==> src/rtl/fu_pkg.sv <==
// rtl/fu_pkg.sv - shared constants for the functional-unit dispatcher
package fu_pkg;

  localparam int FU_N   = 32;
  localparam int FU_L   = 4;
  localparam int FU_NU  = 3;
  localparam int FU_D   = 8;
  localparam int FU_OPW = 6;

  // Unit slot assignment on the dispatcher's unit ports
  localparam int FU_BASIC = 0;
  localparam int FU_MULT  = 1;
  localparam int FU_DIV   = 2;

  // Opcode encodings understood by FpuBasic / FpuMultDiv / AluDiv
  typedef enum logic [FU_OPW-1:0] {
    OP_FADD  = 6'h01,
    OP_FSUB  = 6'h02,
    OP_FMUL  = 6'h03,
    OP_FDIV  = 6'h04,
    OP_FSQRT = 6'h05,
    OP_IDIV  = 6'h10,
    OP_IREM  = 6'h11
  } fu_op_e;

  function automatic int fu_unit_width(input int nu);
    return (nu > 1) ? $clog2(nu) : 1;
  endfunction

endpackage

==> src/rtl/fu_dispatch_if.sv <==
// rtl/fu_dispatch_if.sv - core request/response and unit-side handshake bundle
import fu_pkg::*;

interface fu_dispatch_if #(
  parameter int N   = FU_N,
  parameter int L   = FU_L,
  parameter int NU  = FU_NU,
  parameter int OPW = FU_OPW
);
  localparam int DW = N * L;
  localparam int UW = fu_unit_width(NU);

  logic              req_valid;
  logic              req_ready;
  logic [UW-1:0]     req_unit;
  logic [OPW-1:0]    req_op;
  logic [DW-1:0]     req_a;
  logic [DW-1:0]     req_b;
  logic              rsp_valid;
  logic              rsp_ready;
  logic [DW-1:0]     rsp_data;
  logic [UW-1:0]     rsp_unit;
  logic [NU-1:0]     fu_valid;
  logic [NU-1:0]     fu_stall;
  logic [NU*OPW-1:0] fu_op;
  logic [NU*DW-1:0]  fu_a;
  logic [NU*DW-1:0]  fu_b;
  logic [NU*DW-1:0]  fu_res;
  logic [NU-1:0]     fu_finish;

  modport master (
    output req_valid, req_unit, req_op, req_a, req_b, rsp_ready, fu_res, fu_finish,
    input  req_ready, rsp_valid, rsp_data, rsp_unit, fu_valid, fu_stall, fu_op, fu_a, fu_b
  );

  modport slave (
    input  req_valid, req_unit, req_op, req_a, req_b, rsp_ready, fu_res, fu_finish,
    output req_ready, rsp_valid, rsp_data, rsp_unit, fu_valid, fu_stall, fu_op, fu_a, fu_b
  );

endinterface

==> src/rtl/fu_order_fifo.sv <==
// rtl/fu_order_fifo.sv - issue-order tag FIFO with same-cycle push/pop
module fu_order_fifo #(
  parameter int W = 2,
  parameter int D = 8
) (
  input  logic         phi,
  input  logic         rst_n,
  input  logic         i_push,
  input  logic [W-1:0] i_data,
  input  logic         i_pop,
  output logic [W-1:0] o_head,
  output logic         o_full,
  output logic         o_empty
);
  localparam int AW = (D > 1) ? $clog2(D) : 1;

  logic [W-1:0]  r_mem [D];
  logic [AW-1:0] r_wr;
  logic [AW-1:0] r_rd;
  logic [AW:0]   r_cnt;
  logic          w_push;
  logic          w_pop;

  assign o_full  = (r_cnt == (AW+1)'(D));
  assign o_empty = (r_cnt == '0);
  assign w_push  = i_push & ~o_full;
  assign w_pop   = i_pop & ~o_empty;
  assign o_head  = r_mem[r_rd];

  // D is a power of two, so the pointers wrap by plain overflow
  always_ff @(posedge phi or negedge rst_n) begin
    if (!rst_n) begin
      r_wr  <= '0;
      r_rd  <= '0;
      r_cnt <= '0;
      for (int i = 0; i < D; i++) begin
        r_mem[i] <= '0;
      end
    end else begin
      if (w_push) begin
        r_mem[r_wr] <= i_data;
        r_wr        <= r_wr + 1'b1;
      end
      if (w_pop) begin
        r_rd <= r_rd + 1'b1;
      end
      if (w_push && !w_pop) begin
        r_cnt <= r_cnt + 1'b1;
      end else if (!w_push && w_pop) begin
        r_cnt <= r_cnt - 1'b1;
      end
    end
  end

endmodule

==> src/rtl/fu_dispatch.sv <==
// rtl/fu_dispatch.sv - in-order front-end for long-latency functional units
// Optional same-cycle result bypass enabled by defining FU_BYPASS_EN.
import fu_pkg::*;

module fu_dispatch #(
  parameter int N   = FU_N,
  parameter int L   = FU_L,
  parameter int NU  = FU_NU,
  parameter int D   = FU_D,
  parameter int OPW = FU_OPW
) (
  input  logic         phi,
  input  logic         rst_n,
  fu_dispatch_if.slave bus
);
  localparam int DW = N * L;
  localparam int UW = fu_unit_width(NU);

  logic [NU-1:0] r_hold_v;
  logic [DW-1:0] r_hold_d [NU];

  logic [UW-1:0] w_head;
  logic          w_q_full;
  logic          w_q_empty;
  logic          w_push;
  logic          w_pop;
  logic          w_unit_ok;
  logic          w_req_stall;
  logic [NU-1:0] w_stall;
  logic          w_head_hv;
  logic [DW-1:0] w_head_d;
  logic          w_byp;
  logic          w_byp_pop;

  fu_order_fifo #(
    .W (UW),
    .D (D)
  ) u_order (
    .phi     (phi),
    .rst_n   (rst_n),
    .i_push  (w_push),
    .i_data  (bus.req_unit),
    .i_pop   (w_pop),
    .o_head  (w_head),
    .o_full  (w_q_full),
    .o_empty (w_q_empty)
  );

  assign w_unit_ok     = (32'(bus.req_unit) < 32'(NU));
  assign bus.req_ready = ~w_q_full & ~w_req_stall & w_unit_ok;
  assign w_push        = bus.req_valid & bus.req_ready;

  assign bus.fu_op = {NU{bus.req_op}};
  assign bus.fu_a  = {NU{bus.req_a}};
  assign bus.fu_b  = {NU{bus.req_b}};

  always_comb begin
    bus.fu_valid = '0;
    for (int u = 0; u < NU; u++) begin
      bus.fu_valid[u] = w_push & (bus.req_unit == UW'(u));
    end
  end

  // A draining unit is released in the pop cycle so it can refill the hold
  always_comb begin
    w_stall = '0;
    for (int u = 0; u < NU; u++) begin
      w_stall[u] = r_hold_v[u] & ~(w_pop & (w_head == UW'(u)));
    end
  end

  assign bus.fu_stall = w_stall;

  always_comb begin
    w_req_stall = 1'b0;
    w_head_hv   = 1'b0;
    w_head_d    = '0;
    for (int u = 0; u < NU; u++) begin
      if (bus.req_unit == UW'(u)) begin
        w_req_stall = w_stall[u];
      end
      if (w_head == UW'(u)) begin
        w_head_hv = r_hold_v[u];
        w_head_d  = r_hold_d[u];
      end
    end
  end

`ifdef FU_BYPASS_EN
  logic          w_head_fin;
  logic [DW-1:0] w_head_res;

  always_comb begin
    w_head_fin = 1'b0;
    w_head_res = '0;
    for (int u = 0; u < NU; u++) begin
      if (w_head == UW'(u)) begin
        w_head_fin = bus.fu_finish[u];
        w_head_res = bus.fu_res[u*DW +: DW];
      end
    end
  end

  assign w_byp        = ~w_q_empty & ~w_head_hv & w_head_fin;
  assign bus.rsp_data = w_byp ? w_head_res : w_head_d;
`else
  assign w_byp        = 1'b0;
  assign bus.rsp_data = w_head_d;
`endif

  assign bus.rsp_valid = (~w_q_empty & w_head_hv) | w_byp;
  assign bus.rsp_unit  = w_head;
  assign w_pop         = bus.rsp_valid & bus.rsp_ready;
  assign w_byp_pop     = w_byp & w_pop;

  // Capture wins over clear so a same-cycle finish refills a draining hold
  always_ff @(posedge phi or negedge rst_n) begin
    if (!rst_n) begin
      r_hold_v <= '0;
      for (int u = 0; u < NU; u++) begin
        r_hold_d[u] <= '0;
      end
    end else begin
      for (int u = 0; u < NU; u++) begin
        if (bus.fu_finish[u] && !w_stall[u] && !(w_byp_pop && (w_head == UW'(u)))) begin
          r_hold_v[u] <= 1'b1;
          r_hold_d[u] <= bus.fu_res[u*DW +: DW];
        end else if (w_pop && (w_head == UW'(u))) begin
          r_hold_v[u] <= 1'b0;
        end
      end
    end
  end

endmodule

==> src/flat_wrapper.sv <==
// flat-port wrapper written by rule: the top's interface ports become plain ports
module fu_dispatch_flat 
#(
  parameter int N   = FU_N,
  parameter int L   = FU_L,
  parameter int NU  = FU_NU,
  parameter int D   = FU_D,
  parameter int OPW = FU_OPW
)
  (phi, rst_n, bus_req_valid, bus_req_unit, bus_req_op, bus_req_a, bus_req_b, bus_rsp_ready, bus_fu_res, bus_fu_finish, bus_req_ready, bus_rsp_valid, bus_rsp_data, bus_rsp_unit, bus_fu_valid, bus_fu_stall, bus_fu_op, bus_fu_a, bus_fu_b);
  fu_dispatch_if #(.N(N), .L(L), .NU(NU), .OPW(OPW)) bus_i ();
  input  logic phi;
  input  logic rst_n;
  input wire logic [$bits(bus_i.req_valid)-1:0] bus_req_valid;
  input wire logic [$bits(bus_i.req_unit)-1:0] bus_req_unit;
  input wire logic [$bits(bus_i.req_op)-1:0] bus_req_op;
  input wire logic [$bits(bus_i.req_a)-1:0] bus_req_a;
  input wire logic [$bits(bus_i.req_b)-1:0] bus_req_b;
  input wire logic [$bits(bus_i.rsp_ready)-1:0] bus_rsp_ready;
  input wire logic [$bits(bus_i.fu_res)-1:0] bus_fu_res;
  input wire logic [$bits(bus_i.fu_finish)-1:0] bus_fu_finish;
  output wire logic [$bits(bus_i.req_ready)-1:0] bus_req_ready;
  output wire logic [$bits(bus_i.rsp_valid)-1:0] bus_rsp_valid;
  output wire logic [$bits(bus_i.rsp_data)-1:0] bus_rsp_data;
  output wire logic [$bits(bus_i.rsp_unit)-1:0] bus_rsp_unit;
  output wire logic [$bits(bus_i.fu_valid)-1:0] bus_fu_valid;
  output wire logic [$bits(bus_i.fu_stall)-1:0] bus_fu_stall;
  output wire logic [$bits(bus_i.fu_op)-1:0] bus_fu_op;
  output wire logic [$bits(bus_i.fu_a)-1:0] bus_fu_a;
  output wire logic [$bits(bus_i.fu_b)-1:0] bus_fu_b;
  assign bus_i.req_valid = bus_req_valid;
  assign bus_i.req_unit = bus_req_unit;
  assign bus_i.req_op = bus_req_op;
  assign bus_i.req_a = bus_req_a;
  assign bus_i.req_b = bus_req_b;
  assign bus_i.rsp_ready = bus_rsp_ready;
  assign bus_i.fu_res = bus_fu_res;
  assign bus_i.fu_finish = bus_fu_finish;
  assign bus_req_ready = bus_i.req_ready;
  assign bus_rsp_valid = bus_i.rsp_valid;
  assign bus_rsp_data = bus_i.rsp_data;
  assign bus_rsp_unit = bus_i.rsp_unit;
  assign bus_fu_valid = bus_i.fu_valid;
  assign bus_fu_stall = bus_i.fu_stall;
  assign bus_fu_op = bus_i.fu_op;
  assign bus_fu_a = bus_i.fu_a;
  assign bus_fu_b = bus_i.fu_b;
  fu_dispatch #(.N(N), .L(L), .NU(NU), .D(D), .OPW(OPW)) u_core (.phi(phi), .rst_n(rst_n), .bus(bus_i));
endmodule
==> config.mk <==
export PLATFORM = sky130hd
export DESIGN_NAME = fu_dispatch_flat
export DESIGN_NICKNAME = d
export VERILOG_FILES = /design/src/rtl/fu_pkg.sv /design/src/rtl/fu_dispatch_if.sv /design/src/rtl/fu_order_fifo.sv /design/src/rtl/fu_dispatch.sv /design/src/flat_wrapper.sv
export SDC_FILE = /design/constraint.sdc
export NUM_CORES = 1
export LEC_CHECK = 0
export ABC_AREA = 0
export CAP_MARGIN = 10
export CORE_AREA = 2 2 610 612
export DETAILED_ROUTE_END_ITERATION = 16
export DIE_AREA = 0 0 612 614
export DONT_BUFFER_PORTS = 1
export GPL_ROUTABILITY_DRIVEN = 0
export PLACE_DENSITY = 0.3
export SYNTH_ARGS = -nofsm -noshare
export SYNTH_HDL_FRONTEND = slang
export SYNTH_SLANG_ARGS = --single-unit
==> constraint.sdc <==
create_clock -name phi -period 3.5 [get_ports phi]
set_input_delay 0.175 -clock phi [delete_from_list [all_inputs] [get_ports phi]]
set_output_delay 0.175 -clock phi [all_outputs]
set_load 0.01 [all_outputs]
# == After elaboration in Yosys (flattened, before gate mapping) ==
# Index checks and enable logic that the tools add are counted.
# word_totals
ff_bits,413
latchBits,0
ramBits,0
rom_bits,0
input_bits,655
output_inout_bits,924
word_cells,98
n_memories,0
# op_classes
add_sub_neg,4
multipliers,0
div_mod_pow,0
order_cmp,4
eq_ne,5
shift,0
n_mux,23
bitwise_logic,24
reduce_logical,21
# op_table
cell,n
128-bit 2-to-1 mux,3
1-bit bitwise AND,16
16-bit bitwise mux,1
1-bit 2-to-1 mux,12
1-bit logical AND,9
"4-bit >= comparator, second input constant",2
4-bit 2-to-1 mux,2
3-bit NOT with 4-bit output,2
2-bit nonzero test,4
"3-bit by 1-bit adder with 3-bit output, second input constant",2
2-bit binary-select mux with 3-bit select,1
2-bit demux with 3-bit select,1
2-bit 2-to-1 mux,3
1-bit NOT,6
1-bit logical NOT,5
"4-bit by 1-bit adder with 4-bit output, second input constant",1
"2-bit by 1-bit equality test with 1-bit output, second input constant",2
"2-bit equality test, second input constant",2
"4-bit equality test, second input constant",1
2-bit logical NOT,2
4-bit logical NOT,1
"4-bit by 1-bit < comparator with 1-bit output, second input constant",1
"4-bit by 1-bit subtractor with 4-bit output, second input constant",1
"2-bit < comparator, second input constant",1

# == Depth between registers and ports, before layout ==
# Gate-level depths: netlist (run 1).
# logic_depth
depth_word,25
mapped_depth,15
depth_no_buf,14

# == By module ==
# Synthesis (run 1) repeated with hierarchy kept, for this count alone.
# unflattened
hier_cells,2167
hier_area_um2,24715.0
# modules_own_cells
mod,instances,cells_per_inst,area_per_inst_um2,seq_area_each_um2
fu_dispatch,1,2063,23296.1,9684.3
fu_order_fifo,1,104,1418.9,650.6

# == Worst setup path after synthesis (run 1) ==
# OpenSTA, ideal clock, no wires.
# synth_path
path_type,reg-to-reg
from,reg u_core.u_order.r_rd[0]
to,reg u_core.u_order.r_cnt[3]
setup_time_ns,0.122
arrival_time_ns,3.269
required_ns,3.378
slack_ns,0.109
stages_incl_launch_ff,16
path_buffers,2
period_less_slack_ns,3.391
path_cell_list,dfrtp_1 > buf_2 > mux4_2 > mux2_2 > buf_4 > o311ai_1 > a31oi_1 > nor2_1 > ha_1 > inv_1 > ha_1 > a21o_1 > a21oi_1 > xnor2_1 > nor2_1 > xnor2_1
# synth_between
elab_chain_len,24
word_cells_on_any_way,36
cone_classes,eq/ne: 2; mux: 10; bitwise: 18; reduce/logical: 6
# synth_rtl
element,line,rtl
from (decl),fu_order_fifo.sv:19,logic [AW-1:0] r_rd;
from (signal assigned),fu_order_fifo.sv:45,r_rd <= r_rd + 1'b1;
3-bit NOT with 4-bit output (not written as such) (*),fu_order_fifo.sv:28,assign o_head = r_mem[r_rd];
2-bit binary-select mux with 3-bit select (*),fu_order_fifo.sv:28,
2-bit 2-to-1 mux (not written as such) (*) (2 in series),fu_order_fifo.sv:28,
2-bit logical NOT,"fu_dispatch.sv:68, fu_dispatch.sv:82",
1-bit 2-to-1 mux (3 in series),fu_dispatch.sv:82,if (w_head == UW'(u)) begin
1-bit bitwise AND,fu_dispatch.sv:111,assign bus.rsp_valid = (~w_q_empty & w_head_hv) | w_byp;
1-bit bitwise AND,fu_dispatch.sv:113,assign w_pop = bus.rsp_valid & bus.rsp_ready;
1-bit bitwise AND,fu_dispatch.sv:68,w_stall[u] = r_hold_v[u] & ~(w_pop & (w_head == UW'(u)));
[5 not listed],--,
1-bit NOT (*),fu_dispatch.sv:50,assign bus.req_ready = ~w_q_full & ~w_req_stall & w_unit_ok;
1-bit bitwise AND (*) (2 in series),fu_dispatch.sv:50,
1-bit bitwise AND (*),fu_dispatch.sv:51,assign w_push = bus.req_valid & bus.req_ready;
1-bit bitwise AND (*),fu_order_fifo.sv:26,assign w_push = i_push & ~o_full;
net u_core.u_order.w_push,fu_order_fifo.sv:21,logic w_push;
1-bit logical NOT,fu_order_fifo.sv:49,end else if (!w_push && w_pop) begin
1-bit logical AND,fu_order_fifo.sv:49,
2-bit nonzero test (no line),--,
to (signal assigned),fu_order_fifo.sv:48,r_cnt <= r_cnt + 1'b1;
to (signal assigned),fu_order_fifo.sv:50,r_cnt <= r_cnt - 1'b1;
to (decl),fu_order_fifo.sv:20,logic [AW:0] r_cnt;
# The timed path passes the listed nets; every way through them passes the cells marked *. The select of a mux whose other input is x is not followed.
# A chain may end at the register's enable or synchronous reset.

# == Worst setup path after layout (run 1) ==
# layout_path
from,reg u_core.u_order.r_rd[0]
to,out bus_rsp_data[65]
# layout_between
elab_chain_len,8
word_cells_on_any_way,10
cone_classes,eq/ne: 2; mux: 6; bitwise: 1; reduce/logical: 1
# layout_rtl
element,line,rtl
3-bit NOT with 4-bit output (not written as such) (*),fu_order_fifo.sv:28,
2-bit binary-select mux with 3-bit select (*),fu_order_fifo.sv:28,
2-bit 2-to-1 mux (not written as such) (*) (2 in series),fu_order_fifo.sv:28,
net bus_rsp_unit[0],flat_wrapper.sv:25,output wire logic [$bits(bus_i.rsp_unit)-1:0] bus_rsp_unit;
2-bit logical NOT,fu_dispatch.sv:82,
128-bit 2-to-1 mux (2 in series),fu_dispatch.sv:82,
128-bit 2-to-1 mux (*),fu_dispatch.sv:82,
to (decl),flat_wrapper.sv:24,output wire logic [$bits(bus_i.rsp_data)-1:0] bus_rsp_data;
# Marks and branches as above.

==> impl.org, run 1 <==
** Status
- The run finished, with violations left.
- The checks that failed: hold timing, slew limit, setup timing.

** Global routing
- The initial antenna violation count came to 13.
- The first global-routing pass estimated 216 mm of wire.
- Entering global routing, the biggest net connects 414 pins.
- In the global route stage, overall resource usage came out at 9.02%.
- Via count of the first global-routing pass :: 16900
- Global route overflow :: 0

** Setup path
- Traced cell by cell, the critical path runs through buf_4, mux4_2, mux2_8, buf_12, o21ai_0, buf_4.
- Data required time at the worst endpoint :: 3320 ps
- The number of buffers and inverters on the critical path is 3.
- Among the stages of the critical path, the cell type that occurs most often is sky130_fd_sc_hd__buf_4.
- The worst setup path is of the flop to output pin kind.
- Type of origin of the critical path :: flop
- Kind of end point of the critical path :: output pin
- At the worst endpoint, the arrival time is 3360 ps.
- Along the worst path, the maximum fanout reaches 63.
- The largest single stage delay on the critical path is 600 ps.
- Top cell family by delay on the critical path :: multiplexers
- The largest individual stage delay along the critical path comes from the cell sky130_fd_sc_hd__o21ai_0.

** Layout
- The finished layout holds 6981 standard cells, fillers aside.
- Measured on the finished design, the core utilization comes to 9.07%.
- Cells with a size suffix above 1 make up 30.4% of the layout.
- Layout Area Growth over Synthesis :: 34.3%
- For this run, the post-layout net count is 2624.

** Routing
- The detailed router placed 15200 vias in this run.
- ANT nets after route :: 0
- DRC marker count from the first detailed-route iteration :: 765
- Total Wirelength :: 179 mm
- Dividing the detail-routed via count by the number of cells gives 2.18.
- The pre-antenna-repair detailed-routing pass consisted of 4 iterations.
- In the routed design, unresolved DRC markers number 0.
- After detailed routing, the average wire length per cell comes to 25.6 um.

** Power and ir drop
- Portion of total power attributed to combinational logic :: 52.2%
- Leakage power summed over all cells :: 0.0122 uW
- Sum of internal, switching and leakage power :: 30900 uW
- The internal portion of the total power is 18200 uW.
- Cell area power density :: 922 nW/um2
- In this run the power spent charging and discharging nets is 12800 uW.
- Sequential cells burn 29.0% of the power.
- IR drop worst, VDD :: 540 uV
- Fraction of power spent switching nets :: 41.3%
- Portion of total power attributed to the clock network :: 18.8%

** Yosys
- Yosys printed 0 warnings.
- Synthesis handed over a netlist of 2186 instances.
- Mean cell area of the mapped netlist :: 11.4 um2
- The netlist uses 49 different library cells.
- Flop and latch count out of synthesis :: 413
- Seq/Total Area, Yosys :: 41.4%
- Among all flip-flop cells after synthesis, the most frequent one is sky130_fd_sc_hd__dfrtp_1.
- Async set-reset flop share out of synthesis :: 100%
- Yosys mapped a number of flops with a built-in enable equal to 0.
- Syn Std Cell Area :: 25000 um2
- Post-synthesis net count :: 2847

** Clock tree
- Clock tree buffer depth :: 3
- The tree built by TritonCTS fans out to 413 sinks.
- Clock-pin slew was measured on the worst setup and hold paths at 60 ps.
- Clock tree from TritonCTS :: built
- In this run, post-CTS hold repair placed 401 buffers.
- Level count of the clock H-tree :: 2
- Clock insertion delay at the later pin of the skew report :: 670 ps
- The root buffer cell chosen for the clock tree is sky130_fd_sc_hd__clkbuf_16.
- Number of buffers added by the clock tree synthesis step :: 53

** Place
- Count of port buffers added during placement :: 0
- Placed Instances :: 6427
- Half-perimeter wire length after placement :: 144 mm
- Dpl ws :: -460 ps

** Timing
- Tightest slew margin relative to the limit :: -8.61%
- Setup repair after global routing could not meet its margin everywhere.
- The clock arrives with 46.9 ps of skew.
- Endpoints failing hold :: 413
- Hold Worst Slack :: -754 ps
- For the finished layout, the period the worst path requires is 3530 ps.
- Timing would allow up to 283 MHz.
- PnR worst setup slack :: -31.3 ps
- Count of pins over their slew limit :: 86
- Dividing the final minimum period by the clock period gives 101%.
- At the pin with the least slew margin, the transition time is 1630 ps.
- Setup violations remaining at the end of the flow were counted as 2.

** Hold path
- Min-Delay Path Class :: input pin to asynchronous set/reset pin

** Floorplan
- The floorplan step set the die height to 614 um.
- Boundary pin count :: 1579
- Die Outline Area :: 376000 um2
- The initialized floorplan defines 224 standard-cell rows.
- After floorplanning, the core was sized to cover 370000 um2.
- Once the floorplan was initialized, standard cells occupied 6.75% of the core.
- From left edge to right edge, the die measures 612 um.

** Flow run
- The tool flagged a number of max-cap violations equal to 0.
==> cells in the final DEF, fill, tap and decap left out, types with 13 or more instances in the layout <==
cell,Yosys,routed
sky130_fd_sc_hd__dfrtp_1,413,412
sky130_fd_sc_hd__dlygate4sd3_1,0,401
sky130_fd_sc_hd__mux2_1,148,148
sky130_fd_sc_hd__nand2_1,148,142
sky130_fd_sc_hd__mux2_2,131,130
sky130_fd_sc_hd__buf_4,788,120
sky130_fd_sc_hd__mux2_4,109,109
sky130_fd_sc_hd__mux2i_1,129,107
sky130_fd_sc_hd__o21ai_0,129,71
sky130_fd_sc_hd__clkbuf_16,0,56
sky130_fd_sc_hd__buf_12,9,38
sky130_fd_sc_hd__o21ai_2,0,30
sky130_fd_sc_hd__o21ai_1,0,28
sky130_fd_sc_hd__buf_16,0,19
sky130_fd_sc_hd__mux2i_4,1,15
sky130_fd_sc_hd__clkbuf_8,0,13
==> flip-flops by register name, summed over array words and instances, names as in the netlist <==
register,flops
u_core.r_hold_d,384
u_core.u_order.r_mem,16
u_core.u_order.r_cnt,4
u_core.r_hold_v,3
u_core.u_order.r_rd,3
u_core.u_order.r_wr,3
==> cells in the mapped netlist (2+ instances only) <==
cell | instances | area [um2]
sky130_fd_sc_hd__a31o_2 | 2 | 17.5
sky130_fd_sc_hd__nor3b_1 | 2 | 15.0
sky130_fd_sc_hd__nor2_1 | 6 | 22.5
sky130_fd_sc_hd__a31o_1 | 7 | 61.3
sky130_fd_sc_hd__buf_2 | 21 | 105
sky130_fd_sc_hd__nand2b_1 | 3 | 18.8
sky130_fd_sc_hd__mux4_2 | 4 | 90.1
sky130_fd_sc_hd__a22o_1 | 8 | 70.1
sky130_fd_sc_hd__dfrtp_1 | 413 | 10300
sky130_fd_sc_hd__buf_12 | 9 | 180
sky130_fd_sc_hd__xnor2_1 | 5 | 43.8
sky130_fd_sc_hd__mux2_1 | 148 | 1670
sky130_fd_sc_hd__buf_6 | 18 | 203
sky130_fd_sc_hd__a21oi_1 | 2 | 10.0
sky130_fd_sc_hd__nand2_1 | 148 | 556
sky130_fd_sc_hd__and3_1 | 3 | 18.8
sky130_fd_sc_hd__ha_1 | 5 | 62.6
sky130_fd_sc_hd__inv_1 | 6 | 22.5
sky130_fd_sc_hd__and2_1 | 6 | 37.5
sky130_fd_sc_hd__mux2_4 | 109 | 1640
sky130_fd_sc_hd__o21ai_0 | 129 | 646
sky130_fd_sc_hd__nor3_1 | 5 | 25.0
sky130_fd_sc_hd__xor2_1 | 3 | 26.3
sky130_fd_sc_hd__buf_4 | 788 | 5920
sky130_fd_sc_hd__and4b_1 | 2 | 20.0
sky130_fd_sc_hd__mux2_2 | 131 | 1480
sky130_fd_sc_hd__clkbuf_1 | 40 | 150
sky130_fd_sc_hd__nor4_1 | 4 | 25.0
sky130_fd_sc_hd__nand3_1 | 11 | 55.1
sky130_fd_sc_hd__mux2i_1 | 129 | 1290
==> worst paths after layout <==
kind,cells past startpoint,from,slack (ps),to
max,6,u_core.u_order.r_rd[0],-30,bus_rsp_data[65]
min,0,rst_n,-750,u_core.r_hold_d[268]
max reg2reg,15,u_core.u_order.r_rd[0],110,u_core.u_order.r_cnt[3]
min reg2reg,1,u_core.r_hold_d[362],490,u_core.r_hold_d[362]
max in group asynchronous,0,rst_n,2990,u_core.r_hold_d[334]
min in group phi,3,bus_fu_finish[2],70,u_core.r_hold_d[119]
==> through the flow <==
step / cell area [um2] / TNS (ps) / hold slack, ps
2_1_floorplan: 25000 / 0 / -121
3_3_place_gp: 26200 / -4470 / -107
3_5_place_dp: 26200 / -3140 / -107
4_1_cts: 33200 / -99.0 / -846
5_1_grt: 33600 / -514 / -810
6_report: 33600 / -62.5 / -754
==> per-layer routing <==
metal | part of all wire [%] | GRT usage (%) | wire length, um | vias up
li1 | - | - | - | 6117
met2 | 52 | 16.3 | 92400 | 1470
met3 | 18 | 7.36 | 31700 | 203
met4 | 3.0 | 2.65 | 5410 | 9
met1 | 27 | 7.18 | 48500 | 7445
met5 | 0.26 | 0.969 | 457 | -
==> power groups by stage <==
stage	clock, uW	sequential (uW)	combinational [uW]
global placement	0	8930	13700
CTS	6100	8970	16300
floorplan	0	8030	7530
global route	6250	9280	17400
detailed placement	0	8940	13700
finish	5830	8960	16200
==> cell type report <==
type | instances | area [um2]
Sequential cell | 413 | 10300
Clock inverter | 20 | 275
Timing Repair Buffer | 601 | 6630
Multi-Input combinational cell | 887 | 8510
Antenna cell | 7 | 17.5
Inverter | 7 | 33.8
Tap cell | 4972 | 6220
Clock buffer | 74 | 1540
Fill cell | 42600 | 337000
==> what timing repair did <==
item,4_1_cts,5_1_grt
setup buffers,28,7
setup endpoints to repair,113,64
cloned,16,3
pin swaps,2,14
endpoints found under the hold margin,810,413
gates resized for setup,98,63
==> cell families after synthesis <==
kind of cell    count (synthesis)  share of synthesized area (%)
compound gates                157                           3.54
buf+inv                       886                           26.4
xor+xnor                        8                          0.280
flops                         413                           41.4
simple gates                  194                           3.33
fa+ha+maj                       6                          0.330
mux                           522                           24.7
No activity file was read; power rests on OpenSTA's default activity.
==> run 2, diff against run 1 <==
- clock period: 3.5 -> 4.43 ns (I/O delays scaled with it)
==> run 2 against run 1 <==
Effect of this change: the run ends with hold timing, slew limit left; power down 34%; global-route usage is 0.71 points lower; sequential power decreased by 25%; flip-flop and latch count unchanged; non-clock buffer count decreased by 144; register-to-register slack better by 410 ps; clock power shrank 26%; first-iteration DRC count is 10% higher; largest cell class unchanged; largest power group unchanged.
==> impl.org, run 2 (same netlist as run 1, synthesis figures left out) <==
** Floorplan
- The number of I/O pins is 1579 (unchanged).
- Die Outline Area :: 376000 um2 (unchanged)
- The initial core utilization was 6.75% (unchanged).
- Horizontal extent of the die :: 612 um (unchanged)
- The row count came to 224 (unchanged).
- Die height :: 614 um (unchanged)
- The placeable core region is 370000 um2 (unchanged).

** Clock tree
- The later-pin clock latency in the skew report was 670 ps (about the same).
- The worst-case clock buffer depth was 3 (unchanged).
- Clock transition at the registers of the reported paths :: 60 ps (about the same)
- The depth of the CTS H-tree came to 2 (unchanged).
- Number of buffers added by the clock tree synthesis step :: 51 (-3.8%)
- The count of hold-fix buffers inserted at cts came to 390 (-2.7%).
- In this run the clock root is driven by a sky130_fd_sc_hd__clkbuf_16.
- TritonCTS built the clock tree.
- Post-CTS Setup Repair Bufs :: 0 (-100%)
- The total number of clock tree sinks came to 413 (unchanged).

** Routing
- Drt wl/cell :: 24.1 um (-5.9%)
- The total iterations of the first detailed-routing run was 5 (+1).
- Remaining DRCs :: 0 (unchanged)
- Vias per std cell :: 2.13 (-2.7%)
- The number of nets with antenna violations after detailed routing came to 0 (unchanged).
- Total Wirelength :: 164 mm (-7.9%)
- Total number of vias :: 14500 (-4.7%)
- The DRC violation total after the first TritonRoute iteration is 842 (+10%).

** Timing
- The clock skew was 40.4 ps (-6.50 ps).
- The least setup slack across all paths after layout was 197 ps (+228 ps).
- Count of pins over their slew limit :: 111 (+29%)
- Minimum period implied by the final worst setup slack :: 4230 ps
- Endpoints failing hold :: 413 (unchanged)
- Endpoints failing setup :: 0 (-2)
- Sum of negative setup slack :: 0 ps (+62.5 ps)
- Tightest slew margin relative to the limit :: -16.6% (-8.0 points)
- Slew at the pin closest to its max-slew limit :: 1750 ps (+120 ps)
- Of the available clock period, the critical path in the final layout requires 95.6%.
- Upper clock frequency limit :: 236 MHz
- Setup repair after global routing missed its margin :: false
- The worst hold slack was -723 ps (+31.6 ps).

** Global routing
- The initial antenna violation count is 10 (-3).
- Global route overflow :: 0 (unchanged)
- Via count of the first global-routing pass :: 15900 (-6.0%)
- The wire length of the first global-routing pass is 200 mm (-7.4%).
- Total Routing Usage GR :: 8.31% (-0.71 points)
- The largest net degree at the start of global routing was 414 (unchanged).

** Setup path
- CP endpoint :: bus_rsp_data[74]
- Delay of the slowest cell on the worst path :: 970 ps (+370 ps)
- Number of buffer and inverter stages on the critical path :: 2 (-1)
- Setup slack of the most critical reg-to-reg path :: 520 ps (+410 ps)
- The total stage count of the critical path was 6 (unchanged).
- Type of origin of the critical path :: flop
- Kind of end point of the critical path :: output pin
- Top cell family by delay on the critical path :: multiplexers
- Arrival time reported for the critical path endpoint :: 4010 ps (+650 ps)
- Cell with the largest stage delay on the worst path :: sky130_fd_sc_hd__o21ai_0
- In this run the critical register-to-register path is launched from u_core.u_order.r_rd[0].
- In this run the worst setup path begins at u_core.u_order.r_rd[0].
- Critical Path, Cell by Cell :: mux4_2, mux2i_4, inv_8, buf_12, mux2i_1, o21ai_0
- The worst register-to-register path ends at u_core.u_order.r_cnt[3].
- Reg2reg path depth :: 14 (-1)
- Critical-path maximum fanout :: 62 (-1.6%)
- The worst setup path is of the flop to output pin kind.
- Data required time at the worst endpoint :: 4210 ps (+890 ps)

** Place
- The area of placed instances is 25300 um2 (-3.6%).
- Half-perimeter wire length after placement :: 136 mm (-5.0%)
- Count of port buffers added during placement :: 0 (unchanged)
- The setup slack after placement came to 479 ps (+939 ps).

** Power and ir drop
- Net switching power :: 8920 uW (-30%)
- The leakage dissipation is 0.0109 uW (-10%).
- Portion of total power attributed to combinational logic :: 46.4% (-5.8 points)
- The internal power came to 11600 uW (-36%).
- Cell area power density :: 666 nW/um2 (-28%)
- The switching part of the total power was 43.4% (+2.0 points).
- The peak ir drop on the vdd network is 424 uV (-21%).
- The relative contribution of sequential cells to total power is 32.7% (+3.7 points).
- Portion of total power attributed to the clock network :: 20.9% (+2.1 points)

** Layout
- Number of flip-flops in the largest register :: 384 (unchanged)
- Proportion of layout cells with a drive suffix above 1 :: 21.7% (-8.6 points)
- The post-route standard cell area excluding fillers was 30900 um2 (-8.0%).
- Commonest non-fill, non-tap cell in the layout :: sky130_fd_sc_hd__dfrtp_1
- Commonest cells after routing, fill and taps aside :: sky130_fd_sc_hd__dfrtp_1 (413), sky130_fd_sc_hd__dlygate4sd3_1 (390), sky130_fd_sc_hd__mux2_1 (148), sky130_fd_sc_hd__nand2_1 (146), sky130_fd_sc_hd__mux2_2 (130)
- The area growth from synthesis to layout is 23.6%.
- The final standard cell utilization of the core was 8.34% (-0.73 points).
- Ranked by flip-flop count, first place goes to u_core.r_hold_d.
- In the final layout, the registers with the most flip-flops are u_core.r_hold_d (384), u_core.u_order.r_mem (16), u_core.u_order.r_cnt (4).
- The number of nets in the finished design was 2478 (-5.6%).

** Status
- Outcome :: finished with violations
- The checks that failed: hold timing, slew limit.

** Flow run
- The number of max-cap violations was 0 (unchanged).

** Hold path
- Min-Delay Path Class :: input pin to asynchronous set/reset pin
## run 2: changes by cell type in the layout (fill, tap and decap cells not counted), sizes merged
cell	delta
clkinvlp	-3
bufinv	-2
dlygate4sd3	-11
buf	-124
bufbuf	-6
clkinv	-3
## run 2: worst min path at each step
stage                from              endpoint  slack (ps)  depth (start not counted)
floorplan           rst_n    u_core.r_hold_d[0]         -70                          0
global placement    rst_n  u_core.r_hold_d[140]         -60                          0
detailed placement  rst_n  u_core.r_hold_d[270]         -60                          0
CTS                 rst_n    u_core.r_hold_d[6]        -820                          0
global route        rst_n  u_core.r_hold_d[270]        -780                          0
finish              rst_n  u_core.r_hold_d[270]        -720                          0
## run 2: power groups by stage
| stage | registers [uW] | logic, uW | clock network [uW] |
|---|---|---|---|
| after floorplan | 6350 | 5950 | 0 |
| after global routing | 6970 | 10400 | 4650 |
| after CTS | 6720 | 10100 | 4520 |
| after detailed placement | 6760 | 9730 | 0 |
| after global placement | 6750 | 9690 | 0 |
| final | 6740 | 9550 | 4290 |
## run 2: cell type report
cell class | instances | area [um2]
well taps | 4972 | 6220
clock inverters | 12 | 169
flip-flops and latches | 413 | 10300
clock buffers | 77 | 1480
inverters | 7 | 33.8
repair buffers | 457 | 4510
diodes | 7 | 17.5
multi-input cells | 887 | 8120
fillers | 42900 | 339000
## run 2: repair_timing
action,4_1_cts,5_1_grt
resized for setup,0,0
hold endpoints to repair,808,413
endpoints found under the setup margin,0,0
## run 2: through the flow
| step | power [uW] | std cells |
|---|---|---|
| 3_5_place_dp | 16500 | 6346 |
| 4_1_cts | 21300 | 6825 |
| 3_3_place_gp | 16400 | 6346 |
| 2_1_floorplan | 12300 | 2186 |
| 5_1_grt | 22000 | 6831 |
| 6_report | 20600 | 6832 |
## run 2: layer usage
metal	up-vias	GRT usage (%)	part of all wire, %
li1	5803	-	-
met1	7028	6.10	25
met2	1486	15.0	52
met3	189	7.53	20
met4	15	2.45	3.1
met5	-	1.51	0.47
